<file path="src/rtl/md_sequencer.sv">
// Execute-stage sequencer for the iterative multiply/divide unit: it launches the
// unit, stalls the front of the pipe, and presents the result for X/M capture.
module md_sequencer #(
    parameter int          MAX_CYCLES  = 40,
    parameter logic [31:0] MUL_ERR     = 32'd4,
    parameter logic [31:0] DIV_ERR     = 32'd5,
    parameter logic [31:0] TIMEOUT_ERR = 32'd6
) (
    input  logic        clock,
    input  logic        reset,
    input  logic [31:0] ir_x,
    input  logic        flush,
    input  logic        md_resultRDY,
    input  logic        md_exception,
    input  logic [31:0] md_result,
    output logic        ctrl_MULT,
    output logic        ctrl_DIV,
    output logic        stall,
    output logic        md_done,
    output logic [31:0] o_out,
    output logic        isRStatus_out,
    output logic [31:0] rStatus_out,
    output logic [5:0]  busy_cycles,
    output logic [1:0]  state_dbg
);

    // Handshake: ctrl_MULT/ctrl_DIV are single-cycle launch strobes; the unit answers
    // with a single-cycle md_resultRDY carrying md_result/md_exception. md_done is a
    // single-cycle strobe in which o_out/isRStatus_out/rStatus_out are valid for X/M.

    typedef enum logic [1:0] {
        IDLE  = 2'd0,
        START = 2'd1,
        BUSY  = 2'd2,
        DONE  = 2'd3
    } state_t;

    state_t state, state_nxt;
    logic   op_mul, op_mul_nxt;

    logic is_mul, is_div, is_md;
    logic timeout_hit;
    logic capture;

    logic [31:0] res_nxt;
    logic        isr_nxt;
    logic [31:0] rs_nxt;

    assign is_mul = (ir_x[31:27] == 5'b00000) && (ir_x[6:2] == 5'b00110);
    assign is_div = (ir_x[31:27] == 5'b00000) && (ir_x[6:2] == 5'b00111);
    assign is_md  = is_mul | is_div;

    assign timeout_hit = (busy_cycles == 6'(MAX_CYCLES - 1));
    assign state_dbg   = state;

    always_comb begin
        state_nxt  = state;
        op_mul_nxt = op_mul;
        stall      = 1'b0;
        case (state)
            IDLE: begin
                stall = is_md & ~flush;
                if (is_md && !flush) begin
                    state_nxt  = START;
                    op_mul_nxt = is_mul;
                end
            end
            START: begin
                stall     = ~flush;
                state_nxt = flush ? IDLE : BUSY;
            end
            BUSY: begin
                stall = ~flush;
                if (flush) begin
                    state_nxt = IDLE;
                end else if (md_resultRDY || timeout_hit) begin
                    state_nxt = DONE;
                end
            end
            DONE: begin
                // Result is already committed; a late flush cannot retract it.
                state_nxt = IDLE;
            end
            default: state_nxt = IDLE;
        endcase
    end

    // A real response wins over a timeout landing in the same cycle.
    always_comb begin
        res_nxt = md_result;
        isr_nxt = md_exception;
        rs_nxt  = md_exception ? (op_mul ? MUL_ERR : DIV_ERR) : 32'd0;
        if (!md_resultRDY) begin
            res_nxt = 32'd0;
            isr_nxt = 1'b1;
            rs_nxt  = TIMEOUT_ERR;
        end
    end

    assign capture = (state == BUSY) && (state_nxt == DONE);

    always_ff @(posedge clock or posedge reset) begin
        if (reset) begin
            state         <= IDLE;
            op_mul        <= 1'b0;
            ctrl_MULT     <= 1'b0;
            ctrl_DIV      <= 1'b0;
            md_done       <= 1'b0;
            busy_cycles   <= 6'd0;
            o_out         <= 32'd0;
            isRStatus_out <= 1'b0;
            rStatus_out   <= 32'd0;
        end else begin
            state     <= state_nxt;
            op_mul    <= op_mul_nxt;
            ctrl_MULT <= (state_nxt == START) && op_mul_nxt;
            ctrl_DIV  <= (state_nxt == START) && !op_mul_nxt;
            md_done   <= (state_nxt == DONE);

            // Counter holds on the exit edge so it reports the index of the last BUSY cycle.
            if (state == START) begin
                busy_cycles <= 6'd0;
            end else if (state == BUSY && state_nxt == BUSY && busy_cycles != 6'd63) begin
                busy_cycles <= busy_cycles + 6'd1;
            end

            if (capture) begin
                o_out         <= res_nxt;
                isRStatus_out <= isr_nxt;
                rStatus_out   <= rs_nxt;
            end
        end
    end

endmodule

</file>
<file path="config.mk">
export PLATFORM = sky130hd
export DESIGN_NAME = md_sequencer
export DESIGN_NICKNAME = d
export VERILOG_FILES = /design/src/rtl/md_sequencer.sv
export SDC_FILE = /design/constraint.sdc
export NUM_CORES = 1
export LEC_CHECK = 0
export BUFFER_PORTS_ARGS = -buffer_cell sky130_fd_sc_hd__buf_2
export CORE_MARGIN = 5
export CORE_UTILIZATION = 26
export DETAILED_ROUTE_END_ITERATION = 10
export GPL_TIMING_DRIVEN = 0
export SLEW_MARGIN = 5
export SYNTH_ARGS = -nofsm -noshare
export SYNTH_HDL_FRONTEND = slang
export SYNTH_SLANG_ARGS = --single-unit
</file>
<file path="constraint.sdc">
create_clock -name clock -period 4.4 [get_ports clock]
set_input_delay 0.88 -clock clock [delete_from_list [all_inputs] [get_ports clock]]
set_output_delay 0.88 -clock clock [all_outputs]
set_load 0.05 [all_outputs]
</file>
==> results of run 1 <==
worst paths after layout:
| path | endpoint | cells past startpoint | slack [ns] |
|---|---|---|---|
| max | stall | 5 | 1.49 |
| min | o_out[15]$_DFFE_PP0P_ | 2 | 0.49 |
| max reg2reg | busy_cycles[4]$_DFFE_PP0P_ | 9 | 1.97 |
| min reg2reg | o_out[15]$_DFFE_PP0P_ | 2 | 0.49 |
| max in group asynchronous | o_out[21]$_DFFE_PP0P_ | 3 | 3.25 |
| min in group asynchronous | o_out[6]$_DFFE_PP0P_ | 2 | 0.62 |
flip-flops by register name (all words and copies together) (netlist names):
register / cells
isRStatus_out: 1
md_done: 1
busy_cycles: 6
op_mul: 1
rStatus_out: 2
state_dbg: 2
ctrl_DIV: 1
o_out: 32
ctrl_MULT: 1
per-stage QoR:
step	cell area, sq um	power, mW	utilization (%)
3_3_place_gp	3097	0.6211	34.00
4_1_cts	3229	0.9554	35.45
6_report	3229	0.9386	35.45
2_1_floorplan	2492	0.5831	-
3_5_place_dp	3117	0.6243	34.22
5_1_grt	3229	0.9855	35.45
final cells by class:
class	count	area (sq um)	share of cell area, %
Tap cell	111	138.9	4.301
Sequential cell	47	1176	36.42
Multi-Input combinational cell	193	996.0	30.84
Buffer	43	290.3	8.989
Inverter	8	30.03	0.9299
Clock inverter	3	43.79	1.356
Clock buffer	5	68.82	2.131
Timing Repair Buffer	94	485.5	15.03
cell families after synthesis:
family | synth area share [%]
adder cells (fa/ha/maj) | 3.145
other | 0.1571
AND/OR/NAND/NOR | 19.50
flip-flops | 49.27
buffers and inverters | 13.42
multiplexers | 1.363
AO/OA/AOI/OAI | 13.16
cell usage in the layout (no fill, tap or decap), types with 3 or more instances in the layout:
master,count
conb_1,29
clkbuf_8,5
dfrtp_1,47
o21ai_1,36
o21ai_0,3
ha_1,6
nand2_1,72
inv_1,7
nand4_1,3
nor2b_1,4
o41ai_1,3
nor2_1,7
buf_4,30
nand3_1,3
buf_2,100
clkbuf_1,5
power groups by stage:
stage                     Clock [mW]  Combinational [mW]  Sequential [mW]
after detailed placement           0               0.172            0.452
after global routing           0.353               0.187            0.445
after CTS                      0.339               0.172            0.444
final                          0.323               0.171            0.444
after floorplan                    0               0.111            0.472
after global placement             0               0.169            0.453
worst register-to-register path: cells and delay by family, from the launching register on:
family,cells,cell delay [ns]
buf+inv,3,0.61
flops,1,0.45
simple gates,2,0.39
compound gates,2,0.37
mux,1,0.35
fa+ha+maj,1,0.15
routing by layer:
metal  GRT usage (%)  up-vias
met5               0        -
met4           1.758        0
met3           3.062        4
met2           19.26       84
met1           14.00      947
li1                -     1070
==> reports/results.ini, run 1 <==
[die]
rows = 35
initial_core_util_pct = 26.21
dieArea_sq_um = 11200
die_x_um = 105.8
core_sq_um = 9109
die_y_um = 105.8
ios = 146

[synthesis]
synth-edff-count = 0
netlist_area_sq_um = 2387
ys_top_cells_by_count = nand2_1, dfrtp_1, o21ai_1
synthArstFlopShare_pct = 100.0
ys_seq_area_share_pct = 49.27
synth.most_common_cell = nand2_1
syn-instance-count = 263
ys.flop_type = dfrtp_1
synth_cell_type_count = 38
synth_area_leaders = dfrtp_1, nand2_1, buf_4
synth_area_per_cell_sq_um = 9.077
yosys_warnings = 0
synth_seq_cells = 47
yosysTopAreaCell = dfrtp_1
synth_top_area_share_pct = 49.27

[worst_setup_path]
setup.worst_path.class = input pin to primary output
critical_path.max_stage_delay_ns = 0.38
worstPathArrival_ns = 2.03
path_cells = buf_2 -> nor4bb_1 -> nand4_1 -> a21oi_1 -> buf_2
crit_fanout = 3
crit_path_frequent_cell = buf_2
critical_path_required_ns = 3.52
end_kind = primary output
rr_startpoint = state_dbg[1]$_DFF_PP0_
crit_slowest_cell = nor4bb_1
path_buf_inv = 2
crit_start = ir_x[5]
cp-start-kind = input pin
cp_top_family = simple AND/OR/NAND/NOR gates

[flow_run]
cap_violations = 0

[detailed_routing]
top_layer = met4
first_pass_iters = 4
antenna_violating_nets_post_route = 0
routed-wl-met2_um = 3057
wl_um = 6288
drt_iter0_drc = 71
met3_length_um = 461
wl_met1_um = 2747
drc_errors = 0
num_vias = 2105
wl_per_cell_um = 12.48
viasPerCell = 4.177

[placed_design]
port_buffers = 93
finalWeightedCongestion = 0.7788
place_ws_ns = 1.455
dp.cells = 496
post-dp-hpwl_um = 4965

[power_and_ir_drop]
pwr_density_cell_nw_per_um2 = 290.6
p_comb_share_pct = 18.3
sw_frac_of_total_pct = 29.87
clkPwrFrac_pct = 34.4
p_leak_nw = 1.789
ir_drop_mv = 0.1942
p_int_mw = 0.6582
seqPwrFrac_pct = 47.3
switching_power_mw = 0.2804

[clock_network]
cts_tree = done
cts_root_buffer = clkbuf_8
cts_hold_buf = 0
clk_pin_slew_ns = 0.09
cts_setup_buffers = 0
cts_resized = 0
clk_path_buf_depth = 2
cts_num_sinks = 47
cts_made_buffers = 5
insertion_delay_ns = 0.30
cts.htree.levels = 2

[sta]
holdWs_ns = 0.4917
setup_viol = 0
fmax_mhz = 343.2
fin_ws_ns = 1.486
timing.final.crit_share_pct = 66.23
finalCriticalPeriod_ns = 2.914
skew_ns = 0.005616
rsz0062_at_grt = false
setup_tns_ns = 0
drv_slew = 0
worst_pin_slew_ns = 0.5637
slew_headroom_pct = 62.37
hold_viol_final = 0

[layout]
diodes = 0
final_cell_count_no_fill = 504
n_fill_cell = 970
drive_above_1_share_pct = 38.17
layout.nets = 467
syn_to_final_growth_pct = 35.27

[hold_path]
hold_class = register to register
worstHoldStart = o_out[15]$_DFFE_PP0P_

[grt]
grt_pass1_vias = 2098
grt_pass1_wl_um = 10280
grt_antenna_before_repair = 0
grt_util_all_layers_pct = 11.10
grt_overflow_total = 0
grt_max_degree = 26

[status]
status = complete, no violations

Note: power is estimated with default switching activity, not from simulation.
==> inputs of run 2 (changes only) <==
--- a/config.mk
+++ b/config.mk
@@ -5,6 +5,7 @@
 export SDC_FILE = /design/constraint.sdc
 export NUM_CORES = 1
 export LEC_CHECK = 0
+export ABC_AREA = 1
 export BUFFER_PORTS_ARGS = -buffer_cell sky130_fd_sc_hd__buf_2
 export CORE_MARGIN = 5
 export CORE_UTILIZATION = 26
==> constraint.sdc (replaced) <==
create_clock -name clock -period 2.93 [get_ports clock]
set_input_delay 0.586 -clock clock [delete_from_list [all_inputs] [get_ports clock]]
set_output_delay 0.586 -clock clock [all_outputs]
set_load 0.05 [all_outputs]
==> run 2 against run 1 <==
  * Via count up 21%
  * Largest power group is now combinational logic
  * Non-clock buffer count up 7
  * Routed wire length up 24%
  * Sequential cell count unchanged
==> reports/results.ini, run 2 <==
[flow_run]
cap_violations = 0  ; unchanged

[layout]
mostFrequentLayoutCells = nand2_1, buf_2, dfrtp_1, inv_1, nand4_1
drive_above_1_share_pct = 33.95  ; -4.2 points
final_cell_count_no_fill = 625  ; +24%
final_common_cell = nand2_1
syn_to_final_growth_pct = 30.83
multi_input_area_sq_um = 1176  ; +18%
top_regs = o_out x32, busy_cycles x6
registers.top_by_ff_count = o_out
post-route-util_pct = 35.17  ; -0.28 points
largest_reg_flops = 32  ; unchanged
diodes = 0  ; unchanged
layout.nets = 564  ; +21%
seqCellArea_sq_um = 1176  ; unchanged
n_fill_cell = 1129  ; +16%

[worst_setup_path]
timing.rr.end = o_out[9]$_DFFE_PP0P_
end_kind = primary output
crit_fanout = 5  ; +2
worstRegToRegCells = 12  ; +3
crit_start = state_dbg[0]$_DFF_PP0_
rr_startpoint = state_dbg[0]$_DFF_PP0_
setup.worst_path.class = register to primary output
critical_path_required_ns = 2.34  ; -1.18 ns
cp-start-kind = register
rrSetupSlack_ns = 0.94  ; -1.03 ns
worstPathArrival_ns = 1.63  ; -0.40 ns

[sta]
finalCriticalPeriod_ns = 2.212
timing.final.crit_share_pct = 75.49
setup_viol = 0  ; unchanged
slew_headroom_pct = 63.77  ; +1.4 points
setup_tns_ns = 0  ; unchanged
hold_viol_final = 0  ; unchanged
fmax_mhz = 452.1
skew_ns = 0.01034  ; +0.004724 ns
drv_slew = 0  ; unchanged
rsz0062_at_grt = false
worst_pin_slew_ns = 0.5435  ; -0.02015 ns

[detailed_routing]
viasPerCell = 4.078  ; -2.4%
first_pass_iters = 6  ; +2
drc_errors = 0  ; unchanged
wl_um = 7767  ; +24%
num_vias = 2549  ; +21%
antenna_violating_nets_post_route = 0  ; unchanged
drt_iter0_drc = 114  ; +61%
wl_per_cell_um = 12.43  ; -0.39%

[power_and_ir_drop]
ir_drop_mv = 0.2055  ; +5.8%
p_leak_nw = 2.356  ; +32%
finalPower_mw = 1.995  ; +110%
pwr_density_cell_nw_per_um2 = 544.7  ; +87%

[synthesis]
synth-edff-count = 0  ; unchanged
synth_area_per_cell_sq_um = 7.778  ; -14%
ys_seq_area_share_pct = 42.00  ; -7.3 points
synth_cell_type_count = 26  ; -32%
synthArstFlopShare_pct = 100.0  ; unchanged
synth_top_area_share_pct = 42.00  ; -7.3 points
netlist_area_sq_um = 2800  ; +17%
syn-instance-count = 360  ; +37%
synth.most_common_cell = nand2_1
ys.flop_type = dfrtp_1
synth_seq_cells = 47  ; unchanged
ys_top_cells_by_count = nand2_1, dfrtp_1, inv_1
yosysTopAreaCell = dfrtp_1
synth_area_leaders = dfrtp_1, nand2_1, nand4_1
yosys_warnings = 0  ; unchanged

[placed_design]
finalWeightedCongestion = 0.7369  ; -5.4%
port_buffers = 93  ; unchanged
post-dp-hpwl_um = 6031  ; +21%
dp.cells = 618  ; +25%

[die]
dieArea_sq_um = 12950  ; +16%
die_x_um = 113.8  ; +7.5%
rows = 37  ; +5.7%
ios = 146  ; unchanged
core_sq_um = 10420  ; +14%
die_y_um = 113.8  ; +7.5%
initial_core_util_pct = 26.88  ; +0.67 points

[hold_path]
hold_class = input pin to asynchronous set/reset pin

[grt]
grt_max_degree = 37  ; +42%
grt_antenna_before_repair = 0  ; unchanged
grt_pass1_vias = 2609  ; +24%
grt_util_all_layers_pct = 12.57  ; +1.5 points
grt_pass1_wl_um = 13110  ; +28%
grt_overflow_total = 0  ; unchanged

[clock_network]
cts_root_buffer = clkbuf_8
cts_hold_buf = 0  ; unchanged
cts_resized = 0  ; unchanged
insertion_delay_ns = 0.31  ; about the same
cts_made_buffers = 5  ; unchanged
cts_setup_buffers = 0  ; unchanged
cts_num_sinks = 47  ; unchanged
clk_path_buf_depth = 2  ; unchanged
clk_pin_slew_ns = 0.09  ; about the same
cts.htree.levels = 2  ; unchanged
cts_tree = done

[status]
status = complete, no violations

==> run 2: cell types whose count changed after synthesis, sizes merged, moves of 4 or more <==
| cell | delta |
|---|---|
| nor2b | -4 |
| nand4 | +38 |
| nand2 | +55 |
| nand3 | +9 |
| inv | +41 |
| buf | +5 |
| o21ai | -37 |
| nor2 | +7 |
==> run 2: layout make-up <==
class / instances / share of cell area (%)
Sequential cell: 47 / 32.10
Multi-Input combinational cell: 240 / 32.10
Timing Repair Buffer: 94 / 13.25
Buffer: 50 / 9.870
Inverter: 51 / 5.225
Tap cell: 136 / 4.645
Clock buffer: 6 / 1.981
Clock inverter: 1 / 0.8197
==> run 2: worst max path at each step <==
| stage | end | slack, ns |
|---|---|---|
| floorplan | stall | 0.37 |
| global placement | busy_cycles[5]$_DFFE_PP0P_ | 0.50 |
| detailed placement | stall | 0.81 |
| CTS | stall | 0.67 |
| global route | stall | 0.59 |
| finish | stall | 0.72 |
==> run 2: critical path: stages, from the launching register on <==
cell	delay, ns
dfrtp_1	0.44
inv_1	0.12
ha_1	0.29
nand2_1	0.05
a21oi_1	0.14
buf_2	0.28
==> run 2: kinds of logic after synthesis <==
kind of cell             synth area share [%]
AO/OA/AOI/OAI                           1.206
AND/OR/NAND/NOR                         33.29
adder cells (fa/ha/maj)                 2.681
flip-flops                              42.00
other                                  0.1339
XOR/XNOR                               0.9385
buffers and inverters                   19.75
==> run 2: power breakdown <==
part	leakage (nW)	internal [mW]	switching (mW)
combinational	1.65	0.208	0.591
clock	0.0513	0.251	0.224
sequential	0.650	0.689	0.0331
==> run 2: per-stage QoR <==
stage	setup WS [ns]	hold WS, ns	cell area, sq um
after floorplan	0.3667	0.5183	2905
after global routing	0.5916	0.2233	3664
final	0.7181	0.2056	3664
after detailed placement	0.8099	0.4574	3561
after CTS	0.6682	0.2024	3664
after global placement	0.4966	0.4526	3541
==> run 2: per-layer routing <==
metal	track usage [%]	wire (um)	vias up
li1	-	-	1311
met3	3.554	489	5
met2	21.04	3825	66
met1	16.05	3367	1167
met4	3.088	85	0
met5	0	0	-
